==> config.mk <==
export PLATFORM = sky130hd
export DESIGN_NAME = instr_fetch_unit
export DESIGN_NICKNAME = d
export VERILOG_FILES = /design/src/rtl/ifetch_pkg.sv /design/src/rtl/instr_fetch_unit_alu.sv /design/src/rtl/instr_fetch_unit.sv
export SDC_FILE = /design/constraint.sdc
export NUM_CORES = 1
export LEC_CHECK = 0
export CAP_MARGIN = 20
export CORE_UTILIZATION = 40
export DETAILED_ROUTE_END_ITERATION = 8
export MAX_ROUTING_LAYER = met4
export PLACE_DENSITY_LB_ADDON = 0.05
export SETUP_SLACK_MARGIN = 0.4
export SYNTH_ARGS = -nofsm -noshare
export SYNTH_HDL_FRONTEND = slang
export SYNTH_SLANG_ARGS = --single-unit
==> constraint.sdc <==
create_clock -name clk -period 3 [get_ports clk]
set_input_delay 0.3 -clock clk [delete_from_list [all_inputs] [get_ports clk]]
set_output_delay 0.3 -clock clk [all_outputs]
set_load 0.05 [all_outputs]
==> src/rtl/ifetch_pkg.sv <==
// Shared types and constants for the instruction-fetch stage.
// No logic, no latency, no flow control.
package ifetch_pkg;

  typedef enum logic [2:0] {
    ALU_PASSB = 3'b000,
    ALU_ADD   = 3'b010,
    ALU_SUB   = 3'b011,
    ALU_AND   = 3'b100,
    ALU_OR    = 3'b101,
    ALU_XOR   = 3'b110
  } alu_ctrl_e;

  localparam int PC_STEP  = 4;
  localparam int PC_RESET = 0;

  // Immediate field positions inside the 32-bit instruction word
  localparam int IMM19_LSB = 5;
  localparam int IMM19_MSB = 23;
  localparam int IMM26_MSB = 25;

endpackage

==> src/rtl/instr_fetch_unit_alu.sv <==
// Combinational TotalBit-wide ALU with N/Z/C/V flags; zero latency.
// No flow control; subtraction is A + ~B + 1 so carry is "no borrow".
module alu
  import ifetch_pkg::*;
#(
  parameter int TotalBit = 64
) (
  input  logic [TotalBit-1:0] a,
  input  logic [TotalBit-1:0] b,
  input  logic [2:0]          cntrl,
  output logic [TotalBit-1:0] result,
  output logic                negative,
  output logic                zero,
  output logic                carry_out,
  output logic                overflow
);

  logic              is_sub;
  logic              is_arith;
  logic [TotalBit-1:0] b_eff;
  logic [TotalBit:0]   sum;

  always_comb begin
    is_sub   = (alu_ctrl_e'(cntrl) == ALU_SUB);
    is_arith = is_sub || (alu_ctrl_e'(cntrl) == ALU_ADD);
    b_eff    = is_sub ? ~b : b;
    sum      = {1'b0, a} + {1'b0, b_eff} + {{TotalBit{1'b0}}, is_sub};

    case (alu_ctrl_e'(cntrl))
      ALU_PASSB: result = b;
      ALU_ADD,
      ALU_SUB:   result = sum[TotalBit-1:0];
      ALU_AND:   result = a & b;
      ALU_OR:    result = a | b;
      ALU_XOR:   result = a ^ b;
      default:   result = '0;
    endcase

    negative  = result[TotalBit-1];
    zero      = (result == '0);
    carry_out = is_arith & sum[TotalBit];
    // Operands of equal sign producing a result of the other sign
    overflow  = is_arith & (a[TotalBit-1] == b_eff[TotalBit-1])
                         & (sum[TotalBit-1] != a[TotalBit-1]);
  end

endmodule

==> src/rtl/instr_fetch_unit.sv <==
// Fetch stage: PC register, PC+4 / branch-target select; 1-cycle PC update, Instr is zero latency.
// No backpressure: PC advances every clock. Optional debug flag ports under IFETCH_FLAGS_EN.
module instr_fetch_unit
  import ifetch_pkg::*;
#(
  parameter int TotalBit = 64
) (
  input  logic                clk,
  input  logic                reset,
  input  logic                brtaken,
  input  logic                uncondBr,
  input  logic [31:0]         imem_rdata,
  output logic [TotalBit-1:0] imem_addr,
  output logic [31:0]         Instr
`ifdef IFETCH_FLAGS_EN
  ,
  output logic                seq_carry,
  output logic                br_overflow
`endif
);

  logic [TotalBit-1:0] pc;
  logic [TotalBit-1:0] adder19;
  logic [TotalBit-1:0] adder26;
  logic [TotalBit-1:0] imm_sel;
  logic [TotalBit-1:0] offset;
  logic [TotalBit-1:0] seq_pc;
  logic [TotalBit-1:0] br_pc;
  logic [TotalBit-1:0] new_pc;

  logic seq_c, seq_v, br_c, br_v;
  logic seq_n_unused, seq_z_unused, br_n_unused, br_z_unused;

  assign imem_addr = pc;
  assign Instr     = imem_rdata;

  assign adder19 = {{(TotalBit-(IMM19_MSB-IMM19_LSB+1)){Instr[IMM19_MSB]}},
                    Instr[IMM19_MSB:IMM19_LSB]};
  assign adder26 = {{(TotalBit-(IMM26_MSB+1)){Instr[IMM26_MSB]}},
                    Instr[IMM26_MSB:0]};
  assign imm_sel = uncondBr ? adder26 : adder19;
  // Word-scale the offset; the two MSBs fall off
  assign offset  = {imm_sel[TotalBit-3:0], 2'b00};

  alu #(.TotalBit(TotalBit)) u_seq_alu (
    .a         (pc),
    .b         (TotalBit'(PC_STEP)),
    .cntrl     (ALU_ADD),
    .result    (seq_pc),
    .negative  (seq_n_unused),
    .zero      (seq_z_unused),
    .carry_out (seq_c),
    .overflow  (seq_v)
  );

  alu #(.TotalBit(TotalBit)) u_br_alu (
    .a         (pc),
    .b         (offset),
    .cntrl     (ALU_ADD),
    .result    (br_pc),
    .negative  (br_n_unused),
    .zero      (br_z_unused),
    .carry_out (br_c),
    .overflow  (br_v)
  );

  assign new_pc = brtaken ? br_pc : seq_pc;

  always_ff @(posedge clk or negedge reset) begin
    if (!reset) pc <= TotalBit'(PC_RESET);
    else        pc <= new_pc;
  end

`ifdef IFETCH_FLAGS_EN
  logic flags_unused;
  assign seq_carry    = seq_c;
  assign br_overflow  = br_v;
  assign flags_unused = seq_v ^ br_c;
`else
  logic flags_unused;
  assign flags_unused = seq_c ^ seq_v ^ br_c ^ br_v;
`endif

endmodule

# Word level (Yosys, flattened, before mapping)

Cells that the tools add are included.
W data, S select, Z words.

Logic and storage cells: 5
Input bits: 36
Register bits: 64
Output and inout port bits: 96

Mux-type cells: 2
$add $sub $neg: 2

Operators with widths:

| kind                    | count |
|---|---|
| $add A64 B3 Y64 const B | 1 |
| $add A64 B64 Y64        | 1 |
| $mux W64                | 1 |
| $mux W62                | 1 |

# Logic depth before layout (Yosys ltp)

Depth in word-level cells: 3
Mapped depth: 17
Depth with buffers taken out: 15

# Modules after synthesis

Synthesis repeated with hierarchy kept, for this count alone.

Cells, all modules: 2875
Area, all modules: 21464.3 um2

By module, submodules not included:

| module           | seq. area each (um2) | cells each | instances | area each (um2) |
|---|---|---|---|---|
| alu at u_br_alu  | 0.0                  | 1373       | 1         | 9266.4 |
| alu at u_seq_alu | 0.0                  | 1305       | 1         | 8952.3 |
| instr_fetch_unit | 1601.5               | 197        | 1         | 3245.6 |

# Worst setup path after synthesis

OpenSTA, ideal clock, no wires.

Path kind: input port to flip-flop
Start: input port uncondBr
End: register pc[63] (netlist: imem_addr[63])
Required time: 2.916 ns
Cell stages on the path: 13
Slack: -2.411 ns
Data arrival time: 5.326 ns
Setup time: 0.084 ns
Buffers on the path: 2
Cell sequence: clkbuf_1 -> nand2b_1 -> a21boi_0 -> ha_1 -> clkbuf_1 -> a21oi_1 -> o21ai_0 -> a2111oi_0 -> o2111a_1 -> nor3_2 -> a221o_1 -> a21oi_1 -> xor2_1

Word-level cells in the longest chain between the ends: 3

Ends and longest elaborated chain:

| what                 | RTL line                   | text |
|---|---|---|
| from (decl)          | instr_fetch_unit.sv:11     | `input logic uncondBr,` |
| $mux W62             | instr_fetch_unit.sv:41     | `assign imm_sel = uncondBr ? adder26 : adder19;` |
| $add A64 B64 Y64     | instr_fetch_unit_alu.sv:27 | `sum = {1'b0, a} + {1'b0, b_eff} + {{TotalBit{1'b0}}, is_sub};` |
| $mux W64             | instr_fetch_unit.sv:67     | `assign new_pc = brtaken ? br_pc : seq_pc;` |
| named net new_pc[63] | instr_fetch_unit.sv:29     | `logic [TotalBit-1:0] new_pc;` |
| to (signal assigned) | instr_fetch_unit.sv:70     | `if (!reset) pc <= TotalBit'(PC_RESET);` |
| to (signal assigned) | instr_fetch_unit.sv:71     | `else pc <= new_pc;` |
| to (decl)            | instr_fetch_unit.sv:22     | `logic [TotalBit-1:0] pc;` |

The timed path passes the listed nets, and every way through them passes these cells.

# Worst setup path in the final report

Same ends and word-level chain as after synthesis.

==> results.toml <==
[grt]
grtUsageTotal_pct = 28.3
antenna_found_initial = 0
overflow = 0
grt_pass1_vias = 6464
grt_max_degree = 63
grt_pass1_wl_mm = 32.3

[setup_path]
startpoint_type = "input port"
cp.required_ns = 3.22
path_class = "in2reg"
max_stage_delay_ns = 0.39
arrival_ns = 3.19
cp_slowest_cell = "ha_1"
path_cells = "buf_8 > buf_6 > buf_6 > mux2i_4 > nor2b_1 > ha_1 > buf_4 > nand2_1 > nor2_2 > o21ai_2 > o21ai_2 > a41oi_4 > o2111a_1 > nor3_2 > a221o_1 > a21oi_2 > xor2_1"
critPathCaptureType = "flip-flop"
cp_max_fo = 5

[routing]
drt_pass1_iterations = 5
ant_nets = 0
wl_per_cell_um = 17.1
routed_via_density = 5.26
via_count = 6446
drtIter0Drc = 249
drc = 0
routed_wl_mm = 21.0

[run]
maxCapViolCount = 0

[synthesis]
syn-cell-area_um2 = 5860
synth.yosys.seq_area_share_pct = 26.5
async_flop_share_pct = 100
synth-compound-area-share_pct = 23.9
synthCells = 684
synth-simple-area-share_pct = 16.8
avgSynthCellArea_um2 = 8.57
synth_edf_count = 0
yosys_most_used_dff = "dfrtp_1"
yosysTopAreaCell = "dfrtp_1"
synth_xor_xnor_area_share_pct = 8.96
ys_ff_latch = 62
synth_top_area_share_pct = 26.5
synthDistinctLibCells = 69
synth_top_family_by_area = "compound AO/OA/AOI/OAI gates"
synth_fa_ha_area_share_pct = 13.4
synth.mux.area_fraction_pct = 3.09
synth_area_leaders = "dfrtp_1, ha_1, a21oi_1"
ys_warn_count = 0

[power]
swShare_pct = 48.1
comb_power_share_pct = 77.7
leakagePower_uw = 0.00488
power_density_nw_per_um2 = 1180
ir_drop_mv = 0.728
clock_power_share_pct = 8.4
internal-power_uw = 6380
p_sw_uw = 5920
sequentialPowerShare_pct = 14.0

[floorplan]
rows = 43
dieHeight_um = 123
start_util_pct = 41.6
num_io_pins = 132
core_area_um2 = 14100
chipWidth_um = 123
dieArea_um2 = 15100

[timing]
fin_crit_ns = 2.96
hold_ws_ns = 0.144
fin_setup_tns_ns = 0
tightest_slew_ns = 0.851
rsz0062_at_grt = "yes"
hold_violations = 0
max_freq_mhz = 337
drv_slew = 0
finalWorstSetupSlack_ns = 0.0369
finClkSkew_ns = 0.00703
min_period_over_period_pct = 98.8
max_slew_margin_pct = 43.2
setup_viol = 0

[placement]
port_buffers = 117
pre_cts_slack_ns = -0.772
place_congestion = 0.934
dp.final_hpwl_mm = 14.4

[layout]
n_antenna_cell = 0
final_core_util_pct = 73.9
syn2layout_area_growth_pct = 77.7
final_nets = 1139
n_fill_cell = 1018
drive_gt1_share_pct = 43.7
largest_register_ffs = 62

[clock_network]
path_clk_slew_ns = 0.06
clock_latency_ns = 0.35
numCtsBuffers = 9
cts.sinks = 62
clock-root-buffer = "clkbuf_16"
cts-hold-fix-buffers = 0
cts_tree = "done"
htree_num_levels = 3
cts_buffer_depth = 2

[worst_hold_path]
min-delay-path-class = "in2async"

[outcome]
status = "finished clean"
-- cell families (layout without fill, tap and decap cells) --
group                      Yosys count  after routing
and+or+nand+nor                    197            197
xor gates and xnor gates            60             60
other                                1              2
adders and majority gates           62             62
buffers and inverters               79            440
DFF                                 62             62
AOI/OAI and AO/OA                  205            205
muxes                               18             18
-- power by group through the flow --
| stage | Clock [uW] | Combinational, uW | Sequential (uW) |
|---|---|---|---|
| 2_1_floorplan | 0 | 3320 | 3090 |
| 3_3_place_gp | 0 | 8030 | 1640 |
| 3_5_place_dp | 0 | 8090 | 1650 |
| 4_1_cts | 1050 | 8840 | 1680 |
| 5_1_grt | 1080 | 10200 | 1760 |
| 6_report | 1030 | 9550 | 1720 |
-- timing repair --
item                                    4_1_cts  5_1_grt
endpoints found under the hold margin         0        0
pin swaps                                    67       63
gates cloned                                  4        1
resized for setup                           116       93
endpoints found under the setup margin       48       41
buffers inserted                             39       13
-- cell usage in the layout (no fill, tap or decap), types with 10 or more instances in the layout --
cell / Yosys / layout
a21o_1: 27 / 27
a21oi_1: 72 / 41
a21oi_2: 2 / 27
buf_4: 34 / 269
buf_6: 1 / 15
clkbuf_16: 0 / 10
clkdlybuf4s50_1: 0 / 95
dfrtp_1: 62 / 62
dlygate4sd2_1: 0 / 17
ha_1: 61 / 38
ha_4: 0 / 20
inv_1: 16 / 15
mux2i_1: 17 / 16
nand2_1: 62 / 52
nand4_1: 21 / 21
nor2_1: 41 / 32
nor2b_1: 19 / 19
o21ai_0: 33 / 13
o21ai_1: 10 / 17
o21ai_2: 2 / 12
xnor2_1: 37 / 33
xor2_1: 23 / 23
-- final cells by class --
type / instances / area, um^2 / area share (%)
clock buffer: 16 / 282 / 2.70
multi-input combinational: 544 / 4790 / 46.0
inverter: 16 / 60.1 / 0.576
sequential: 62 / 1550 / 14.9
tap: 180 / 225 / 2.16
timing repair buffer: 408 / 3510 / 33.7
-- path summary, 6_finish.rpt --
check                                       startpoint                 endpoint  slack [ns]  cells after the start
min in group clk                              uncondBr   imem_addr[2]$_DFF_PN0_        0.48                      5
worst min-delay path                             reset  imem_addr[42]$_DFF_PN0_        0.14                      2
max in group asynchronous                        reset   imem_addr[4]$_DFF_PN0_        2.30                      2
worst max-delay path                          uncondBr  imem_addr[63]$_DFF_PN0_        0.04                     17
worst min register to register  imem_addr[2]$_DFF_PN0_   imem_addr[2]$_DFF_PN0_        0.54                      1
worst max register to register  imem_addr[2]$_DFF_PN0_  imem_addr[56]$_DFF_PN0_        0.04                     14
-- synthesized netlist by cell type (8+ instances only) --
library cell and instances:
nor3_1 8, xor2_1 23, o21ai_1 10, ha_1 61, inv_1 16, o21ai_0 33
xnor2_1 37, nor2_1 41, nor2b_1 19, nand3_1 13, o21bai_1 10, buf_4 34
nand2_1 62, a21oi_1 72, a21o_1 27, dfrtp_1 62, nand4_1 21, mux2i_1 17
clkbuf_1 24
-- stage by stage --
stage	instance area [um^2]	cells	power (uW)
floorplan	6040	685	6410
global placement	8760	1153	9670
detailed placement	8760	1153	9740
CTS	9860	1212	11600
global route	10400	1226	13000
finish	10400	1226	12300
-- per-layer routing --
layer	vias up	wire length (um)	track usage [%]
li1	3143	-	-
met1	3054	9300	36.1
met2	207	10000	47.2
met3	42	1140	3.83
met4	0	499	7.83
met5	-	0	-
-- worst max-delay path, delay by kind of cell --
| kind | cells | cell delay (ns) |
|---|---|---|
| muxes | 1 | 0.22 |
| xor gates and xnor gates | 1 | 0.14 |
| AOI/OAI and AO/OA | 6 | 1.08 |
| and+or+nand+nor | 4 | 0.58 |
| adders and majority gates | 1 | 0.39 |
| buffers and inverters | 4 | 0.50 |
Power figures use the tool's default switching activity.
